## src/rtl/irq_controller.sv

```systemverilog
// Edge-triggered, maskable interrupt controller with fixed lowest-index priority,
// INT/INTA request-acknowledge handshake and a single in-service slot released by EOI.
module irq_controller #(
  parameter int          N_SRC     = 8,
  parameter int          ID_W      = $clog2(N_SRC),
  parameter logic [31:0] VEC_BASE  = 32'h0000_0080,
  parameter int          VEC_SHIFT = 2
) (
  input  logic             clk,
  input  logic             rst,
  input  logic [N_SRC-1:0] src_irq,
  input  logic             mask_we,
  input  logic [N_SRC-1:0] mask_wdata,
  input  logic             inta_irq,
  input  logic             eoi,
  output logic             int_irq,
  output logic [31:0]      int_vec,
  output logic [ID_W-1:0]  int_id,
  output logic             in_service,
  output logic [N_SRC-1:0] pending
);

  // Handshake: int_irq is the request; the CPU acknowledges with a rising edge on
  // inta_irq while a request is outstanding, and later releases the slot with a
  // single-cycle eoi. Level on inta_irq carries no meaning, only its rising edge.
  typedef enum logic [1:0] {
    IDLE    = 2'd0,
    REQ     = 2'd1,
    SERVICE = 2'd2
  } state_t;

  state_t state, state_nx;

  logic [N_SRC-1:0] src_d;
  logic             inta_d;
  logic [N_SRC-1:0] mask;

  logic [N_SRC-1:0] ev;
  logic             ack;
  logic [N_SRC-1:0] req;
  logic             any_req;
  logic [ID_W-1:0]  sel_id;
  logic [31:0]      sel_vec;
  logic             ack_take;
  logic [N_SRC-1:0] clr_vec;

  logic             int_irq_nx;
  logic [31:0]      int_vec_nx;
  logic [ID_W-1:0]  int_id_nx;
  logic             in_service_nx;

  assign ev       = src_irq & ~src_d;
  assign ack      = inta_irq & ~inta_d;
  assign req      = pending & ~mask;
  assign any_req  = |req;
  assign sel_vec  = VEC_BASE + (32'(sel_id) << VEC_SHIFT);
  assign ack_take = (state == REQ) && any_req && ack;

  // Descending scan so the lowest set index is the last (winning) assignment.
  always_comb begin
    sel_id = '0;
    for (int i = N_SRC - 1; i >= 0; i--) begin
      if (req[i]) sel_id = ID_W'(i);
    end
  end

  always_comb begin
    clr_vec = '0;
    if (ack_take) clr_vec[sel_id] = 1'b1;
  end

  // Edge history, mask and pending; a new event beats a same-cycle clear.
  always_ff @(posedge clk or posedge rst) begin
    if (rst) begin
      src_d   <= '0;
      inta_d  <= 1'b0;
      mask    <= '0;
      pending <= '0;
    end else begin
      src_d   <= src_irq;
      inta_d  <= inta_irq;
      if (mask_we) mask <= mask_wdata;
      pending <= (pending & ~clr_vec) | ev;
    end
  end

  // State register together with the registered outputs.
  always_ff @(posedge clk or posedge rst) begin
    if (rst) begin
      state      <= IDLE;
      int_irq    <= 1'b0;
      int_vec    <= '0;
      int_id     <= '0;
      in_service <= 1'b0;
    end else begin
      state      <= state_nx;
      int_irq    <= int_irq_nx;
      int_vec    <= int_vec_nx;
      int_id     <= int_id_nx;
      in_service <= in_service_nx;
    end
  end

  always_comb begin
    state_nx = state;
    case (state)
      IDLE:    if (any_req) state_nx = REQ;
      REQ: begin
        if (!any_req) state_nx = IDLE;
        else if (ack) state_nx = SERVICE;
      end
      SERVICE: if (eoi) state_nx = IDLE;
      default: state_nx = IDLE;
    endcase
  end

  // Next values of the registered outputs; int_vec/int_id keep their last value
  // after EOI so software can still read which handler ran.
  always_comb begin
    int_irq_nx    = int_irq;
    int_vec_nx    = int_vec;
    int_id_nx     = int_id;
    in_service_nx = in_service;
    case (state)
      IDLE: begin
        if (any_req) begin
          int_irq_nx = 1'b1;
          int_id_nx  = sel_id;
        end
      end
      REQ: begin
        if (!any_req) begin
          int_irq_nx = 1'b0;
        end else if (ack) begin
          int_irq_nx    = 1'b0;
          in_service_nx = 1'b1;
          int_id_nx     = sel_id;
          int_vec_nx    = sel_vec;
        end else begin
          int_id_nx = sel_id;
        end
      end
      SERVICE: begin
        if (eoi) in_service_nx = 1'b0;
      end
      default: begin
        int_irq_nx    = 1'b0;
        in_service_nx = 1'b0;
      end
    endcase
  end

endmodule
```

## config.mk

```make
export PLATFORM = sky130hd
export DESIGN_NAME = irq_controller
export DESIGN_NICKNAME = d
export VERILOG_FILES = /design/src/rtl/irq_controller.sv
export SDC_FILE = /design/constraint.sdc
export NUM_CORES = 1
export LEC_CHECK = 0
export BUFFER_PORTS_ARGS = -buffer_cell sky130_fd_sc_hd__buf_2
export CELL_PAD_IN_SITES_DETAIL_PLACEMENT = 0
export CELL_PAD_IN_SITES_GLOBAL_PLACEMENT = 1
export CORE_ASPECT_RATIO = 0.9
export CORE_MARGIN = 2
export CORE_UTILIZATION = 39
export DETAILED_ROUTE_END_ITERATION = 12
export PLACE_DENSITY = 0.95
export SLEW_MARGIN = 20
export SYNTH_ARGS = -nofsm -noshare
export SYNTH_HDL_FRONTEND = slang
export SYNTH_SLANG_ARGS = --single-unit
```

## constraint.sdc

```tcl
create_clock -name clk -period 5.07 [get_ports clk]
set_input_delay 1.014 -clock clk [delete_from_list [all_inputs] [get_ports clk]]
set_output_delay 1.014 -clock clk [all_outputs]
set_load 0.05 [all_outputs]
```

==> flow_summary.yaml, run 1 <==
outcome:
  status: "completed"
setup_path:
  worstPathBufferInverterCount: 1
  crit_path_start: "pending[2]"
  worstRegToRegCells: 4
  nature_of_the_critical_path_endpoint: "primary output"
  worstReg2RegStart: "pending[7]"
  critical_path.startpoint_type: "flip-flop"
  critical_path.top_delay_family: "flip-flops"
  worstSetupPathType: "reg -> out"
  critical_path.reg2reg.endpoint: "int_vec[2]"
  timing.critical_path.cells: "buf_2"
  worst-path-stages: 1
  critical_path_required_ns: 4.06
  crit_fanout: 5
  critPathCapture: "pending[2]"
  timing.critical_path.arrival_ns: 0.98
  crit_path_top_delay_cell: "sky130_fd_sc_hd__dfrtp_1"
  max_stage_delay_ns: 0.40
  reg2reg_setup_slack_ns: 3.15
final_layout:
  layout-drive-gt1-share_pct: 28.29
  most_common_cell_after_layout_fill_and_taps_aside: "sky130_fd_sc_hd__buf_2"
  finish.net_count: 226
  antenna_cells: 0
  flow.area_growth_from_synthesis_pct: 12.85
  utilization_pct: 45.18
  most-common-layout-cells: "sky130_fd_sc_hd__buf_2, sky130_fd_sc_hd__dfrtp_1, sky130_fd_sc_hd__conb_1, sky130_fd_sc_hd__inv_1, sky130_fd_sc_hd__o21ai_0"
logic_synthesis:
  yosys.cell_types.count: 33
  syn_avg_cell_area_um2: 10.75
  synth_seq_cells: 36
  yosys_warnings: 0
  syn-instance-count: 164
  synth-seq-area-share_pct: 51.10
  syn_area_mm2: 0.001763
place:
  dp_hpwl_um: 2454
  gpl.final_weighted_congestion: 0.7998
  io_buffers: 37
timing:
  finClkSkew_ns: 0.004612
  worst_hold_slack_ns: 0.4347
  setup_total_negative_slack_ns: 0
  rsz0062_at_grt: "false"
  timing_max_transition_violations_final: 0
  finalCriticalPeriod_ns: 1.993
  slew-limit-headroom_pct: 63.40
  share_of_the_clock_period_used_by_the_worst_path_pct: 39.32
  finalSetupViolations: 0
  max_slew.worst_pin.slew_ns: 0.5465
  final_hold_violation_count: 0
  max_freq_mhz: 501.7
drt:
  drt-initial-drc-count: 40
  number_of_design_rule_violations_left_after_detail_routing: 0
  first_pass_iteration_count_of_the_detailed_router: 6
  dr_total_vias: 1212
  routed_wire_length_per_instance_um: 11.79
  viasPerCell: 4.539
  wl_um: 3148
  postRouteAntennaNets: 0
global_route:
  grt_remaining_overflow: 0
  global_route_wire_length_before_repair_um: 5333
  global_route.usage.total_pct: 14.29
  antenna_found_initial: 0
  first_global_vias: 1128
  grt_start_max_net_pins: 37
floorplan:
  starting_density_pct: 40.04
  design.die.area_mm2: 0.005075
  core_mm2: 0.004403
  chipHeight_um: 67.79
  boundaryPins: 66
  fp.dieW_um: 74.87
  placement_rows: 23
cts:
  post-cts-setup-buffer-count: 0
  ctsRootBufferMaster: "sky130_fd_sc_hd__clkbuf_8"
  post_cts_resize_count: 0
  clockBufferDepth: 2
  cts_num_sinks: 36
  cts.reportedPaths.clkPinSlew_ns: 0.07
  cts_tree: "yes"
  cts-htree-levels: 2
  holdBufCountCts: 0
  tritoncts.num_buffers: 5
  clock_insertion_delay_worst_skew_ns: 0.28
job:
  max-cap-violations: 0
power_and_ir_drop:
  power_leakage_nw: 0.9626
  worst_ir_drop_vdd_uv: 149.2
  powerDensity_mw_per_mm2: 396.1
hold_path:
  hold_path.class: "reg -> reg"
power by group:
group | switching, mW | internal, mW
sequential | 0.0218 | 0.323
clock | 0.0920 | 0.0932
combinational | 0.195 | 0.0627
metrics by stage:
stage / instance area (um^2) / total power, mW / std cells / setup slack [ns]
after floorplan: 1864 / 0.5711 / 191 / 3.052
after global placement: 1912 / 0.6070 / 260 / 3.048
after detailed placement: 1912 / 0.6108 / 260 / 3.016
after CTS: 1989 / 0.7979 / 267 / 3.066
after global routing: 1989 / 0.8350 / 267 / 3.025
final: 1989 / 0.7879 / 267 / 3.077
sequential cells by signal, indices dropped and copies added, names as in the netlist:
name	flops
int_id	3
state	2
in_service	1
int_irq	1
mask	8
pending	8
src_d	8
inta_d	1
int_vec	4
synthesized netlist by cell type, drive strengths merged:
cell type,instances,area (um^2)
o22a,3,26.28
o221ai,4,35.03
dfrtp,36,900.9
o211a,1,10.01
nand4,1,21.27
clkbuf,2,7.510
nor2b,9,63.81
nand2,6,22.52
and3b,1,8.760
nor2,6,22.52
or2b,1,8.760
o21a,2,15.01
a21oi,7,35.03
o211ai,3,22.52
mux2,10,116.4
or4,1,7.510
inv,13,48.80
a31oi,1,6.260
buf,29,215.2
o21ai,10,53.80
conb,1,3.750
nor4,3,18.77
nand3b,2,15.01
nand3,2,10.01
and4bb,1,12.51
o22ai,1,6.260
nor3,1,5.000
nand2b,7,43.79
area by class of cell:
class | count | area [um^2]
fill | 429 | 2414
sequential | 36 | 900.9
multi-input combinational | 111 | 691.9
timing repair buffer | 38 | 192.7
tap | 62 | 77.57
clock buffer | 6 | 72.57
inverter | 13 | 48.80
clock inverter | 1 | 5.005
routing by layer:
layer | global-route usage (%) | part of all wire (%) | vias up
li1 | - | - | 589
met1 | 19.22 | 44 | 585
met3 | 5.522 | 6.9 | 6
met2 | 21.49 | 47 | 32
met4 | 4.018 | 1.4 | 0
met5 | 0 | 0 | -
worst min-delay path by stage:
stage / from / end / cells after the start
global placement: src_d[1] / pending[1] / 1
detailed placement: src_d[0] / pending[0] / 1
floorplan: src_d[0] / pending[0] / 1
CTS: src_d[0] / pending[0] / 1
global route: src_d[0] / pending[0] / 1
finish: src_d[1] / pending[1] / 1
logic make-up (layout without fill, tap and decap cells):
group	after synthesis	after routing	share of synthesized area, %
and+or+nand+nor	41	41	14.76
buffers and inverters	44	58	15.40
DFF	36	36	51.10
AOI/OAI and AO/OA	32	32	11.92
other	1	28	0.2127
muxes	10	10	6.600
(Power assumes the default switching activity.)
==> run 2: changes to the inputs <==
- CORE_UTILIZATION: 39 -> 36
- PLACE_DENSITY: 0.95 -> 0.9
- clock period: 5.07 -> 2.1 ns (I/O delays scaled with it)
==> run 2 against run 1 <==
  * Clock power grew to 3.6 times the previous value
  * Clock-buffer cell count rose by 1
  * Routed wire length increased by 2.5%
  * Sequential cell count did not move
  * Core utilization shrank 2.4 points
  * Register-to-register slack lost 2.9 ns
  * Clock skew about the same
  * Die area grew 7.9%
  * Cell area rose by 2.6%
==> flow_summary.yaml, run 2 (synthesis gave the netlist of run 1 again) <==
final_layout:
  flow.area_growth_from_synthesis_pct: 15.83
  most-common-layout-cells: "sky130_fd_sc_hd__buf_2, sky130_fd_sc_hd__dfrtp_1, sky130_fd_sc_hd__conb_1, sky130_fd_sc_hd__inv_1, sky130_fd_sc_hd__o21ai_0"
  finish.net_count: 226
  most_common_cell_after_layout_fill_and_taps_aside: "sky130_fd_sc_hd__buf_2"
  layout-drive-gt1-share_pct: 29.13
  antenna_cells: 0
  fin_cells: 271
  largest_registers: "mask (8), pending (8), src_d (8)"
place:
  placed_cells_incl_taps: 263
  gpl.final_weighted_congestion: 0.8520
  dp_hpwl_um: 2470
  io_buffers: 37
cts:
  clock_insertion_delay_worst_skew_ns: 0.29
  cts.reportedPaths.clkPinSlew_ns: 0.07
  cts_num_sinks: 36
  post-cts-setup-buffer-count: 0
  post_cts_resize_count: 0
  cts_tree: "yes"
  tritoncts.num_buffers: 5
  ctsRootBufferMaster: "sky130_fd_sc_hd__clkbuf_8"
  cts-htree-levels: 2
  clockBufferDepth: 2
  holdBufCountCts: 0
power_and_ir_drop:
  seq_power_share_pct: 39.6
  total_switching_power_mw: 0.7652
  powerDensity_mw_per_mm2: 1036
  power_report.internal_total_mw: 1.349
  p_clk_share_pct: 31.1
  worst_ir_drop_vdd_uv: 416.7
  power.switching_fraction_pct: 36.19
  power_frac_comb_pct: 29.3
  power_leakage_nw: 0.9861
drt:
  number_of_design_rule_violations_left_after_detail_routing: 0
  routed_wire_length_per_instance_um: 11.90
  first_pass_iteration_count_of_the_detailed_router: 4
  wl_um: 3226
  drt-initial-drc-count: 47
  dr_total_vias: 1194
  postRouteAntennaNets: 0
  viasPerCell: 4.406
timing:
  max_slew.worst_pin.slew_ns: 0.5606
  setup_total_negative_slack_ns: 0
  share_of_the_clock_period_used_by_the_worst_path_pct: 88.81
  slew-limit-headroom_pct: 62.46
  finalCriticalPeriod_ns: 1.865
  final_hold_violation_count: 0
  rsz0062_at_grt: "false"
  finalSetupViolations: 0
  timing_max_transition_violations_final: 0
  finClkSkew_ns: 0.004427
  max_freq_mhz: 536.2
floorplan:
  fp.dieW_um: 77.77
  design.die.area_mm2: 0.005474
  chipHeight_um: 70.39
  starting_density_pct: 36.92
  core_mm2: 0.004775
  placement_rows: 24
  boundaryPins: 66
global_route:
  global_route.usage.total_pct: 12.72
  antenna_found_initial: 0
  grt_start_max_net_pins: 37
  grt_remaining_overflow: 0
  first_global_vias: 1125
  global_route_wire_length_before_repair_um: 5361
setup_path:
  timing.critical_path.cells: "nor2b_4 -> or4_1 -> o21ai_2 -> mux2_1"
  critical_path_required_ns: 2.27
  worstSetupPathType: "reg -> reg"
  critical_path.startpoint_type: "flip-flop"
  crit_fanout: 6
  timing.critical_path.arrival_ns: 2.04
  critical_path.top_delay_family: "simple AND/OR/NAND/NOR gates"
  worstPathBufferInverterCount: 0
  crit_path_top_delay_cell: "sky130_fd_sc_hd__or4_1"
  max_stage_delay_ns: 0.65
  nature_of_the_critical_path_endpoint: "flip-flop"
outcome:
  status: "completed"
hold_path:
  hold_path.class: "in -> async"
job:
  max-cap-violations: 0
-- run 2: cell count changes in the layout (fill, tap and decap cells not counted) --
cell / delta
sky130_fd_sc_hd__bufinv_16: +1
sky130_fd_sc_hd__clkbuf_1: -1
sky130_fd_sc_hd__clkbuf_8: +2
sky130_fd_sc_hd__clkinv_2: -1
-- run 2: final cells by class --
class	instances	area, um^2
clock buffers	7	96.34
clock inverters	1	30.03
fillers	484	2733
inverters	13	48.80
multi-input cells	111	691.9
flip-flops and latches	36	900.9
well taps	65	81.33
repair buffers	38	192.7
-- run 2: tightest hold or removal path, cell delays in order --
cell	delay, ns
sky130_fd_sc_hd__buf_2	0.09
sky130_fd_sc_hd__inv_1	0.04
sky130_fd_sc_hd__buf_4	0.38
-- run 2: routing by layer --
layer	wire length [um]	vias up	GRT usage, %
met1	1536	557	17.47
met5	0	-	0
li1	-	588	-
met2	1402	44	18.10
met3	235	5	4.522
met4	51	0	5.357
-- run 2: power by group through the flow --
stage	Clock (mW)	Combinational (mW)	Sequential, mW
2_1_floorplan	0	0.338	1.04
3_3_place_gp	0	0.620	0.847
3_5_place_dp	0	0.624	0.849
4_1_cts	0.682	0.625	0.836
5_1_grt	0.709	0.660	0.848
6_report	0.658	0.620	0.837
-- run 2: worst paths after layout --
kind	slack (ns)	endpoint	cells after the start	startpoint
setup / recovery	0.24	int_vec[2]	4	pending[6]
hold reg to reg	0.42	pending[0]	1	src_d[0]
max in group asynchronous	1.57	src_d[3]	3	rst
setup reg to reg	0.24	int_vec[2]	4	pending[6]
min in group clk	0.25	src_d[1]	1	src_irq[1]
hold / removal	0.22	state[0]	3	rst
-- run 2: through the flow --
stage	hold WS [ns]	utilization [%]	power, mW	worst slack [ns]	instance area, um^2
4_1_cts	0.2319	42.77	2.143	0.2232	2042
6_report	0.2209	42.77	2.115	0.2350	2042
5_1_grt	0.2388	42.77	2.218	0.1476	2042
3_5_place_dp	0.4129	40.12	1.473	0.2360	1916
2_1_floorplan	0.3996	-	1.379	0.08152	1864
3_3_place_gp	0.4037	40.12	1.468	0.2747	1916
==> run 3: changes to the inputs <==
- REMOVE_ABC_BUFFERS: unset -> 1
==> run 3 against run 2 <==
  * Sequential power hardly changed
  * Cell area decreased by 1.5%
  * Clock-buffer cell count stayed put
  * Global-route usage fell by 0.18 points
  * Via count is 1.3% higher
  * Critical endpoint unchanged
  * Largest power group unchanged
  * Highest routed layer unchanged
==> flow_summary.yaml, run 3 (synthesis gave the netlist of run 1 again) <==
outcome:
  status: "completed"
drt:
  viasPerCell: 4.478
  routed_wire_length_per_instance_um: 11.92
  drt-initial-drc-count: 89
  wl_um: 3219
  postRouteAntennaNets: 0
  first_pass_iteration_count_of_the_detailed_router: 4
  number_of_design_rule_violations_left_after_detail_routing: 0
  dr_total_vias: 1209
floorplan:
  fp.dieW_um: 77.77
  core_mm2: 0.004775
  boundaryPins: 66
  chipHeight_um: 70.39
  starting_density_pct: 36.92
  design.die.area_mm2: 0.005474
  placement_rows: 24
final_layout:
  stdcell_area_mm2: 0.002012
  filler_cell_count: 481
  flow.area_growth_from_synthesis_pct: 14.12
  most-common-layout-cells: "sky130_fd_sc_hd__buf_2, sky130_fd_sc_hd__dfrtp_1, sky130_fd_sc_hd__conb_1, sky130_fd_sc_hd__inv_1, sky130_fd_sc_hd__o21ai_0"
  layout-drive-gt1-share_pct: 28.78
  sequential_cell_area_um2: 900.9
  finish.net_count: 226
  multi_input_area_um2: 691.9
  most_common_cell_after_layout_fill_and_taps_aside: "sky130_fd_sc_hd__buf_2"
  antenna_cells: 0
  largest_registers: "mask (8), pending (8), src_d (8)"
cts:
  post_cts_resize_count: 0
  holdBufCountCts: 0
  cts-htree-levels: 2
  cts_tree: "yes"
  cts_num_sinks: 36
  tritoncts.num_buffers: 5
  clock_insertion_delay_worst_skew_ns: 0.28
  post-cts-setup-buffer-count: 0
  cts.reportedPaths.clkPinSlew_ns: 0.06
  ctsRootBufferMaster: "sky130_fd_sc_hd__clkbuf_8"
  clockBufferDepth: 2
setup_path:
  crit_fanout: 6
  worstSetupPathType: "reg -> reg"
  worstReg2RegStart: "pending[7]"
  nature_of_the_critical_path_endpoint: "flip-flop"
  critical_path_required_ns: 2.27
  worstRegToRegCells: 4
  crit_path_start: "pending[7]"
  timing.critical_path.arrival_ns: 2.01
  critPathCapture: "int_vec[2]"
  critical_path.reg2reg.endpoint: "int_vec[2]"
  critical_path.startpoint_type: "flip-flop"
  reg2reg_setup_slack_ns: 0.25
timing:
  finalSetupViolations: 0
  setup_total_negative_slack_ns: 0
  max_slew.worst_pin.slew_ns: 0.5479
  final_hold_violation_count: 0
  finalCriticalPeriod_ns: 1.847
  finClkSkew_ns: 0.002347
  share_of_the_clock_period_used_by_the_worst_path_pct: 87.96
  max_freq_mhz: 541.4
  rsz0062_at_grt: "false"
  timing_max_transition_violations_final: 0
  worst_hold_slack_ns: 0.2277
  slew-limit-headroom_pct: 63.31
place:
  gpl.final_weighted_congestion: 0.8046
  dp_hpwl_um: 2485
  placement.cell_area_mm2: 0.001916
  io_buffers: 37
power_and_ir_drop:
  power_leakage_nw: 0.9719
  worst_ir_drop_vdd_uv: 432.8
  powerDensity_mw_per_mm2: 981.7
global_route:
  grt_start_max_net_pins: 37
  grt_remaining_overflow: 0
  antenna_found_initial: 0
  first_global_vias: 1130
  global_route_wire_length_before_repair_um: 5347
  global_route.usage.total_pct: 12.54
job:
  max-cap-violations: 0
hold_path:
  hold_path.class: "in -> async"
[run 3: report_power, final]
part	internal [mW]	switching, mW
Combinational	0.151	0.470
Clock	0.292	0.226
Sequential	0.780	0.0565
Total	1.22	0.752
[run 3: how the worst min path moves through the flow]
| stage | start | end | slack (ns) |
|---|---|---|---|
| finish | rst | mask[5] | 0.23 |
| global route | src_irq[5] | src_d[5] | 0.24 |
| CTS | rst | mask[5] | 0.24 |
| detailed placement | src_d[1] | pending[1] | 0.42 |
| global placement | src_d[0] | pending[0] | 0.40 |
| floorplan | src_d[0] | pending[0] | 0.40 |
[run 3: final cells by class]
| type | instances | share of cell area [%] |
|---|---|---|
| sequential | 36 | 44.78 |
| multi-input combinational | 111 | 34.39 |
| timing repair buffer | 38 | 9.577 |
| clock buffer | 7 | 4.789 |
| tap | 65 | 4.042 |
| inverter | 13 | 2.425 |
[run 3: critical path: stages (launching register included)]
cell and delay (ns):
sky130_fd_sc_hd__dfrtp_1 0.39, sky130_fd_sc_hd__nor2b_1 0.17, sky130_fd_sc_hd__or4_1 0.63, sky130_fd_sc_hd__o21ai_2 0.21, sky130_fd_sc_hd__mux2_1 0.33
[run 3: through the flow]
stage	instances	power [mW]	util (%)	setup slack [ns]
2_1_floorplan	160	1.333	-	0.08111
3_3_place_gp	263	1.467	40.12	0.2849
3_5_place_dp	263	1.474	40.12	0.2644
4_1_cts	270	1.996	42.14	0.2536
5_1_grt	270	2.070	42.14	0.1788
6_report	270	1.975	42.14	0.2529
[run 3: routing by layer]
metal | GRT usage [%] | vias up | share of wire, %
met4 | 4.167 | 0 | 0.93
met2 | 17.72 | 52 | 42
met5 | 0 | - | 0
met3 | 4.651 | 5 | 7.7
li1 | - | 581 | -
met1 | 17.66 | 571 | 49
